**src/rtl/qos_ctrl_pkg.sv**
```systemverilog
// State encodings and shared constants for the QoS datapath control FSM.
package qos_ctrl_pkg;

    localparam int STATE_W = 3;

    typedef enum logic [STATE_W-1:0] {
        ST_RESET  = 3'd0,
        ST_INIT   = 3'd1,
        ST_IDLE   = 3'd2,
        ST_ACTIVE = 3'd3,
        ST_ERROR  = 3'd4
    } state_t;

endpackage

```
**src/rtl/qos_ctrl_fsm_if.sv**
```systemverilog
// Configuration, FIFO status and state-report bundle between datapath and qos_ctrl_fsm.
interface qos_ctrl_fsm_if #(
    parameter int NUM_FIFOS = 5,
    parameter int NUM_VC    = 2,
    parameter int NUM_D     = 2,
    parameter int UMBRAL_W  = 2
);
    import qos_ctrl_pkg::*;

    logic                         init;
    logic [UMBRAL_W-1:0]          umbral_mf_in;
    logic [NUM_VC*UMBRAL_W-1:0]   umbral_vc_in;
    logic [NUM_D*UMBRAL_W-1:0]    umbral_d_in;
    logic [NUM_FIFOS-1:0]         fifo_empties;
    logic [NUM_FIFOS-1:0]         fifo_errors;

    logic [STATE_W-1:0]           state;
    logic                         idle_out;
    logic                         active_out;
    logic                         error_out;
    logic [UMBRAL_W-1:0]          umbral_mf;
    logic [NUM_VC*UMBRAL_W-1:0]   umbral_vc;
    logic [NUM_D*UMBRAL_W-1:0]    umbral_d;
    logic [NUM_FIFOS-1:0]         error_src;

    modport master (
        output init, umbral_mf_in, umbral_vc_in, umbral_d_in, fifo_empties, fifo_errors,
        input  state, idle_out, active_out, error_out, umbral_mf, umbral_vc, umbral_d, error_src
    );

    modport slave (
        input  init, umbral_mf_in, umbral_vc_in, umbral_d_in, fifo_empties, fifo_errors,
        output state, idle_out, active_out, error_out, umbral_mf, umbral_vc, umbral_d, error_src
    );

endinterface

```
**src/rtl/qos_idle_timer.sv**
```systemverilog
// Counts consecutive all-empty cycles; expire flags the cycle the count would reach IDLE_HOLD.
module qos_idle_timer #(
    parameter int IDLE_HOLD = 2
) (
    input  logic clk,
    input  logic reset,
    input  logic clear,
    input  logic all_empty,
    output logic expire
);
    localparam int CNT_W = (IDLE_HOLD < 1) ? 1 : $clog2(IDLE_HOLD + 1);
    localparam logic [CNT_W-1:0] LAST = CNT_W'(IDLE_HOLD - 1);
    localparam logic [CNT_W-1:0] FULL = CNT_W'(IDLE_HOLD);

    logic [CNT_W-1:0] cnt;

    assign expire = all_empty && !clear && (cnt == LAST);

    // Any non-empty cycle restarts the run; saturate so the count can never wrap.
    always_ff @(posedge clk) begin
        if (reset || clear || !all_empty) begin
            cnt <= '0;
        end else if (cnt != FULL) begin
            cnt <= cnt + CNT_W'(1);
        end
    end

endmodule

```
**src/rtl/qos_ctrl_fsm.sv**
```systemverilog
// Main control FSM for the QoS TC->VC datapath: threshold latch, IDLE/ACTIVE/ERROR reporting.
// Optional sticky error-source capture is enabled by defining QOS_ERR_CAPTURE_EN.
module qos_ctrl_fsm
    import qos_ctrl_pkg::*;
#(
    parameter int NUM_FIFOS = 5,
    parameter int NUM_VC    = 2,
    parameter int NUM_D     = 2,
    parameter int UMBRAL_W  = 2,
    parameter int IDLE_HOLD = 2
) (
    input logic           clk,
    input logic           reset,
    qos_ctrl_fsm_if.slave bus
);

    state_t state_q;
    state_t state_d;

    logic any_err;
    logic all_empty;
    logic hold_clear;
    logic hold_expire;

    logic [UMBRAL_W-1:0]        umbral_mf_q;
    logic [NUM_VC*UMBRAL_W-1:0] umbral_vc_q;
    logic [NUM_D*UMBRAL_W-1:0]  umbral_d_q;

    assign any_err    = |bus.fifo_errors;
    assign all_empty  = &bus.fifo_empties;
    assign hold_clear = (state_q != ST_ACTIVE);

    qos_idle_timer #(
        .IDLE_HOLD (IDLE_HOLD)
    ) u_idle_timer (
        .clk       (clk),
        .reset     (reset),
        .clear     (hold_clear),
        .all_empty (all_empty),
        .expire    (hold_expire)
    );

    always_ff @(posedge clk) begin
        if (reset) begin
            state_q <= ST_RESET;
        end else begin
            state_q <= state_d;
        end
    end

    // Errors outrank init, init outranks empties/timer; ERROR only leaves through reset.
    always_comb begin
        state_d = state_q;
        unique case (state_q)
            ST_RESET: state_d = ST_INIT;
            ST_INIT: begin
                if (any_err)       state_d = ST_ERROR;
                else if (bus.init) state_d = ST_INIT;
                else               state_d = ST_IDLE;
            end
            ST_IDLE: begin
                if (any_err)         state_d = ST_ERROR;
                else if (bus.init)   state_d = ST_INIT;
                else if (!all_empty) state_d = ST_ACTIVE;
                else                 state_d = ST_IDLE;
            end
            ST_ACTIVE: begin
                if (any_err)          state_d = ST_ERROR;
                else if (bus.init)    state_d = ST_INIT;
                else if (hold_expire) state_d = ST_IDLE;
                else                  state_d = ST_ACTIVE;
            end
            ST_ERROR: state_d = ST_ERROR;
            default:  state_d = ST_RESET;
        endcase
    end

    // Thresholds track the inputs only while in INIT, so the last INIT edge wins.
    always_ff @(posedge clk) begin
        if (reset) begin
            umbral_mf_q <= '0;
            umbral_vc_q <= '0;
            umbral_d_q  <= '0;
        end else if (state_q == ST_INIT) begin
            umbral_mf_q <= bus.umbral_mf_in;
            umbral_vc_q <= bus.umbral_vc_in;
            umbral_d_q  <= bus.umbral_d_in;
        end
    end

`ifdef QOS_ERR_CAPTURE_EN
    logic [NUM_FIFOS-1:0] error_src_q;

    always_ff @(posedge clk) begin
        if (reset) begin
            error_src_q <= '0;
        end else if (state_q == ST_ERROR) begin
            error_src_q <= error_src_q | bus.fifo_errors;
        end else if (state_d == ST_ERROR) begin
            error_src_q <= bus.fifo_errors;
        end
    end

    assign bus.error_src = error_src_q;
`else
    assign bus.error_src = '0;
`endif

    assign bus.state      = state_q;
    assign bus.idle_out   = (state_q == ST_IDLE);
    assign bus.active_out = (state_q == ST_ACTIVE);
    assign bus.error_out  = (state_q == ST_ERROR);
    assign bus.umbral_mf  = umbral_mf_q;
    assign bus.umbral_vc  = umbral_vc_q;
    assign bus.umbral_d   = umbral_d_q;

endmodule

```
**src/flat_wrapper.sv**
```systemverilog
// flat-port wrapper written by rule: the top's interface ports become plain ports
module qos_ctrl_fsm_flat import qos_ctrl_pkg::*;
#(
    parameter int NUM_FIFOS = 5,
    parameter int NUM_VC    = 2,
    parameter int NUM_D     = 2,
    parameter int UMBRAL_W  = 2,
    parameter int IDLE_HOLD = 2
)
  (clk, reset, bus_init, bus_umbral_mf_in, bus_umbral_vc_in, bus_umbral_d_in, bus_fifo_empties, bus_fifo_errors, bus_state, bus_idle_out, bus_active_out, bus_error_out, bus_umbral_mf, bus_umbral_vc, bus_umbral_d, bus_error_src);
  qos_ctrl_fsm_if #(.NUM_FIFOS(NUM_FIFOS), .NUM_VC(NUM_VC), .NUM_D(NUM_D), .UMBRAL_W(UMBRAL_W)) bus_i ();
  input logic clk;
  input logic reset;
  input wire logic [$bits(bus_i.init)-1:0] bus_init;
  input wire logic [$bits(bus_i.umbral_mf_in)-1:0] bus_umbral_mf_in;
  input wire logic [$bits(bus_i.umbral_vc_in)-1:0] bus_umbral_vc_in;
  input wire logic [$bits(bus_i.umbral_d_in)-1:0] bus_umbral_d_in;
  input wire logic [$bits(bus_i.fifo_empties)-1:0] bus_fifo_empties;
  input wire logic [$bits(bus_i.fifo_errors)-1:0] bus_fifo_errors;
  output wire logic [$bits(bus_i.state)-1:0] bus_state;
  output wire logic [$bits(bus_i.idle_out)-1:0] bus_idle_out;
  output wire logic [$bits(bus_i.active_out)-1:0] bus_active_out;
  output wire logic [$bits(bus_i.error_out)-1:0] bus_error_out;
  output wire logic [$bits(bus_i.umbral_mf)-1:0] bus_umbral_mf;
  output wire logic [$bits(bus_i.umbral_vc)-1:0] bus_umbral_vc;
  output wire logic [$bits(bus_i.umbral_d)-1:0] bus_umbral_d;
  output wire logic [$bits(bus_i.error_src)-1:0] bus_error_src;
  assign bus_i.init = bus_init;
  assign bus_i.umbral_mf_in = bus_umbral_mf_in;
  assign bus_i.umbral_vc_in = bus_umbral_vc_in;
  assign bus_i.umbral_d_in = bus_umbral_d_in;
  assign bus_i.fifo_empties = bus_fifo_empties;
  assign bus_i.fifo_errors = bus_fifo_errors;
  assign bus_state = bus_i.state;
  assign bus_idle_out = bus_i.idle_out;
  assign bus_active_out = bus_i.active_out;
  assign bus_error_out = bus_i.error_out;
  assign bus_umbral_mf = bus_i.umbral_mf;
  assign bus_umbral_vc = bus_i.umbral_vc;
  assign bus_umbral_d = bus_i.umbral_d;
  assign bus_error_src = bus_i.error_src;
  qos_ctrl_fsm #(.NUM_FIFOS(NUM_FIFOS), .NUM_VC(NUM_VC), .NUM_D(NUM_D), .UMBRAL_W(UMBRAL_W), .IDLE_HOLD(IDLE_HOLD)) u_core (.clk(clk), .reset(reset), .bus(bus_i));
endmodule
```
**config.mk**
```make
export PLATFORM = sky130hd
export DESIGN_NAME = qos_ctrl_fsm_flat
export DESIGN_NICKNAME = d
export VERILOG_FILES = /design/src/rtl/qos_ctrl_pkg.sv /design/src/rtl/qos_ctrl_fsm_if.sv /design/src/rtl/qos_idle_timer.sv /design/src/rtl/qos_ctrl_fsm.sv /design/src/flat_wrapper.sv
export SDC_FILE = /design/constraint.sdc
export NUM_CORES = 1
export LEC_CHECK = 0
export ABC_AREA = 1
export BUFFER_PORTS_ARGS = -buffer_cell sky130_fd_sc_hd__buf_2
export CAP_MARGIN = 15
export CORE_MARGIN = 10
export CORE_UTILIZATION = 44
export DETAILED_ROUTE_END_ITERATION = 6
export HOLD_SLACK_MARGIN = 0.15
export PLACE_DENSITY = 0.81
export SLEW_MARGIN = 20
export SYNTH_ARGS = -nofsm -noshare
export SYNTH_HDL_FRONTEND = slang
export SYNTH_SLANG_ARGS = --single-unit
```
**constraint.sdc**
```tcl
create_clock -name clk -period 2.01 [get_ports clk]
set_input_delay 0.3015 -clock clk [delete_from_list [all_inputs] [get_ports clk]]
set_output_delay 0.3015 -clock clk [all_outputs]
set_load 0.005 [all_outputs]
```
# [Word level (Yosys, flattened, before mapping)]
# Index checks and enable logic that the tools add are counted.
# W data, S select, Z words.
[totals] register_bits=15 elab_cells=31 in_bits=23
[op_classes] add_sub_neg=1 reduce_logical=9 muxes=9 n_eq_ne=7
[ops] cell="$mux W3" n=5
[ops] cell="$pmux W3 S5" n=1
[ops] cell="$eq A3 B2 Y1 const B" n=2
[ops] cell="$reduce_and A5 Y1" n=1
[ops] cell="$reduce_or A5 Y1" n=1
[ops] cell="$eq A3 B1 Y1 const B" n=1
[ops] cell="$eq A3 B3 Y1 const B" n=1
[ops] cell="$logic_not A3 Y1" n=1
[ops] cell="$ne A3 B2 Y1 const B" n=1
[ops] cell="$add A2 B1 Y2 const B" n=1
[ops] cell="$eq A2 B1 Y1 const B" n=1
[ops] cell="$logic_and A1 B1 Y1" n=2
[ops] cell="$logic_not A1 Y1" n=2
[ops] cell="$logic_or A1 B1 Y1" n=2
[ops] cell="$mux W1" n=2
[ops] cell="$mux W2" n=1
[ops] cell="$ne A2 B2 Y1 const B" n=1

# [Logic depth before layout (Yosys ltp)]
[logic_depth] word_depth=8 depth_mapped=7 mapped_depth_nobuf=7

# [Cells and area by module]
# Synthesis repeated with hierarchy kept, for this count alone.
[hier_totals] cells_unflattened=101 hier_area_um2=735.7
[modules_own_cells] mod="qos_ctrl_fsm" area_per_inst_um2=609.3 cells_each=82 seq_area_each_um2=260.2 n_inst=1
[modules_own_cells] mod="qos_idle_timer" area_per_inst_um2=126.4 cells_each=19 seq_area_each_um2=40.0 n_inst=1

# [Least setup slack after synthesis]
# OpenSTA, ideal clock, no wires.
[synth_path] path_kind="reg2out" startpoint="reg u_core.state_q[0], in the netlist u_core.bus.state[0]" endpoint="out bus_error_out" t_arrival_ns=0.680 t_required_ns=1.709 slack_ns=1.029 stages_incl_launch_ff=4 path_cell_list="dfxtp_1 nor2_1 inv_1 nor2_1"
[synth_between] elab_chain_len=1
[synth_lines] item="start: declaration" line_no="qos_ctrl_fsm.sv:17" rtl="state_t state_q;"
[synth_lines] item="start signal: assignment" line_no="qos_ctrl_fsm.sv:47" rtl="state_q <= state_d;"
[synth_lines] item="$eq A3 B3 Y1" line_no="qos_ctrl_fsm.sv:112" rtl="assign bus.error_out = (state_q == ST_ERROR);"
[synth_lines] item="end: declaration" line_no="flat_wrapper.sv:23" rtl="output wire logic [$bits(bus_i.error_out)-1:0] bus_error_out;"
# No other way between the ends.

# [Worst setup path after layout]
# Same ends and word-level chain as after synthesis.

==> out/metrics.cfg <==
[status]
outcome=completed

[floorplan]
design.die.area_sq_um=3630
initial_utilization_pct=46.8
die_h_microns=60.3
row_count=14
io_pins=44
core-area_sq_um=1520
die_width_microns=60.3

[clock_network]
numClockSinks=15
clkLatencyLatePin_ns=0.27
cts_setup_buffers=0
cts_resized=0
h-tree-depth=1
clkTransAtPathRegs_ns=0.09
cts_buffer_depth=2
cts_made_buffers=3
cts_tree=built
clockRootBuffer=clkbuf_4
cts_hold_buf=0

[routing]
met2_wirelength_microns=974
drt-pass1-iter-count=2
wire_per_inst_microns=11.4
ant_nets=0
drc_errors=0
dr.max_layer_used=met4
routed_via_density=4.59
dr_wl_met3_microns=108
wl_met1_microns=622
first_iter_violations=4
wl_microns=1720
via_count=693

[sta]
drv_slew=0
fin_setup_tns_ns=0
hold_slack_ns=0.184
finalHoldViolCount=0
max_freq_mhz=695
setup_viol=0
rsz0062_at_grt=false
fin_skew_ns=0.000653
finalCriticalPeriod_ns=1.44
layout_worst_path_cycle_share_pct=71.5

[logic_synthesis]
netlist_top_cells_area=dfxtp_1 (42%), inv_1 (11%), a21oi_1 (8.4%)
synth_top_area_share_pct=42.1
ys_seq_area_share_pct=42.1
synth.distinct_cells=21
syn_avg_cell_area_sq_um=7.35
synth_area_sq_um=713
ys_ff_latch=15
synth_largest_area_cell=dfxtp_1
synthCells=97
synth-warning-count=0

[worst_setup_path]
worstPathRequired_ns=1.71
path_buf_inv=2
path_cells=nor2_1 > inv_1 > nor2_1 > buf_2
cp_top_family=flip-flops
end_kind=output port
path_common_cell=nor2_1
start_kind=register
worstPathArrival_ns=1.14
worstPathMaxFanout=5
slowest_stage=dfxtp_1
max_stage_delay_ns=0.37
critPathKind=register to output port

[placed_design]
gp_congestion=0.766
dp_hpwl_microns=1480
io_buffers=38
dpl.cell_count=147

[global_route]
grt_pass1_vias=738
overflow=0
grt.total_usage_pct=10.0
grt_max_degree=21
antenna_found_initial=0
grt_pass1_wl_microns=2880

[final_layout]
final.fill_count=157
area_growth_pct=27.9
post-route-util_pct=59.9
drive_gt1_share_pct=34.8
nets=161
antenna_cells=0
instances_no_fill=151

[power_and_ir_drop]
power_density_nw_per_um2=703
ir_drop_v=0.000540
leakage_uw=0.000490
power_uw=641

[min_path]
hp-class=input pin to register

[job]
drv_cap=0

metal layers:
metal	up-vias	global-route usage [%]
li1	370	-
met1	305	8.87
met2	16	20.0
met3	2	2.33
met4	0	4.81
met5	-	0
cell usage in the layout, fill, tap and decap left out, drive strengths merged, types with 2 or more instances in the layout:
master / count
a21oi: 13
buf: 38
clkbuf: 3
conb: 5
dfxtp: 15
ha: 2
inv: 21
nand2: 9
nand3: 4
nor2: 9
o21ai: 10
cell type report:
cell class	instances	area, sq um	area share, %
Clock buffer	3	22.5	2.47
Clock inverter	1	5.00	0.549
Inverter	21	78.8	8.64
Multi-Input combinational cell	57	295	32.4
Sequential cell	15	300	32.9
Tap cell	16	20.0	2.19
Timing Repair Buffer	38	190	20.9
logic make-up (layout without fill, tap and decap cells):
group	Yosys count	in the layout	share of synthesized area (%)
AO/OA/AOI/OAI	23	23	16.7
XOR/XNOR	1	1	1.23
other	1	5	0.526
adder cells (fa/ha/maj)	2	2	3.51
flip-flops	15	15	42.1
AND/OR/NAND/NOR	26	26	17.4
buffers and inverters	29	63	18.6
state kept, by name (all words and copies together) (netlist names):
| register | count |
|---|---|
| u_core.bus.umbral_d | 4 |
| u_core.bus.umbral_mf | 2 |
| u_core.u_idle_timer.cnt | 2 |
| u_core.bus.state | 3 |
| u_core.bus.umbral_vc | 4 |
synthesized netlist by cell type, drive strengths merged:
cell type   n
inv        21
dfxtp      15
a21oi      13
o21ai      10
nand2       9
nor2        9
buf         7
nand3       4
ha          2
clkbuf      1
conb        1
nand4       1
nor3        1
nor4        1
or2         1
xor2        1
final timing paths:
kind | from | end | slack (ns) | cells after the start
worst max-delay path | u_core.bus.state[0] | bus_error_out | 0.57 | 4
worst min-delay path | reset | u_core.bus.state[2] | 0.18 | 2
worst max register to register | u_core.bus.state[1] | u_core.bus.umbral_d[2] | 0.84 | 4
worst min register to register | u_core.bus.umbral_d[3] | u_core.bus.umbral_d[3] | 0.45 | 2
through the flow:
step	instance area, sq um	worst slack (ns)
after floorplan	728	1.03
after global placement	885	0.892
after detailed placement	885	0.864
after CTS	912	0.562
after global routing	912	0.469
final	912	0.572
report_power, final:
group          switching, uW  internal (uW)  total [uW]
registers               17.8            327         345
clock network           93.3           73.6         167
logic                   70.1           59.2         129
total                    181            460         641
Note: power is estimated with default switching activity, not from simulation.
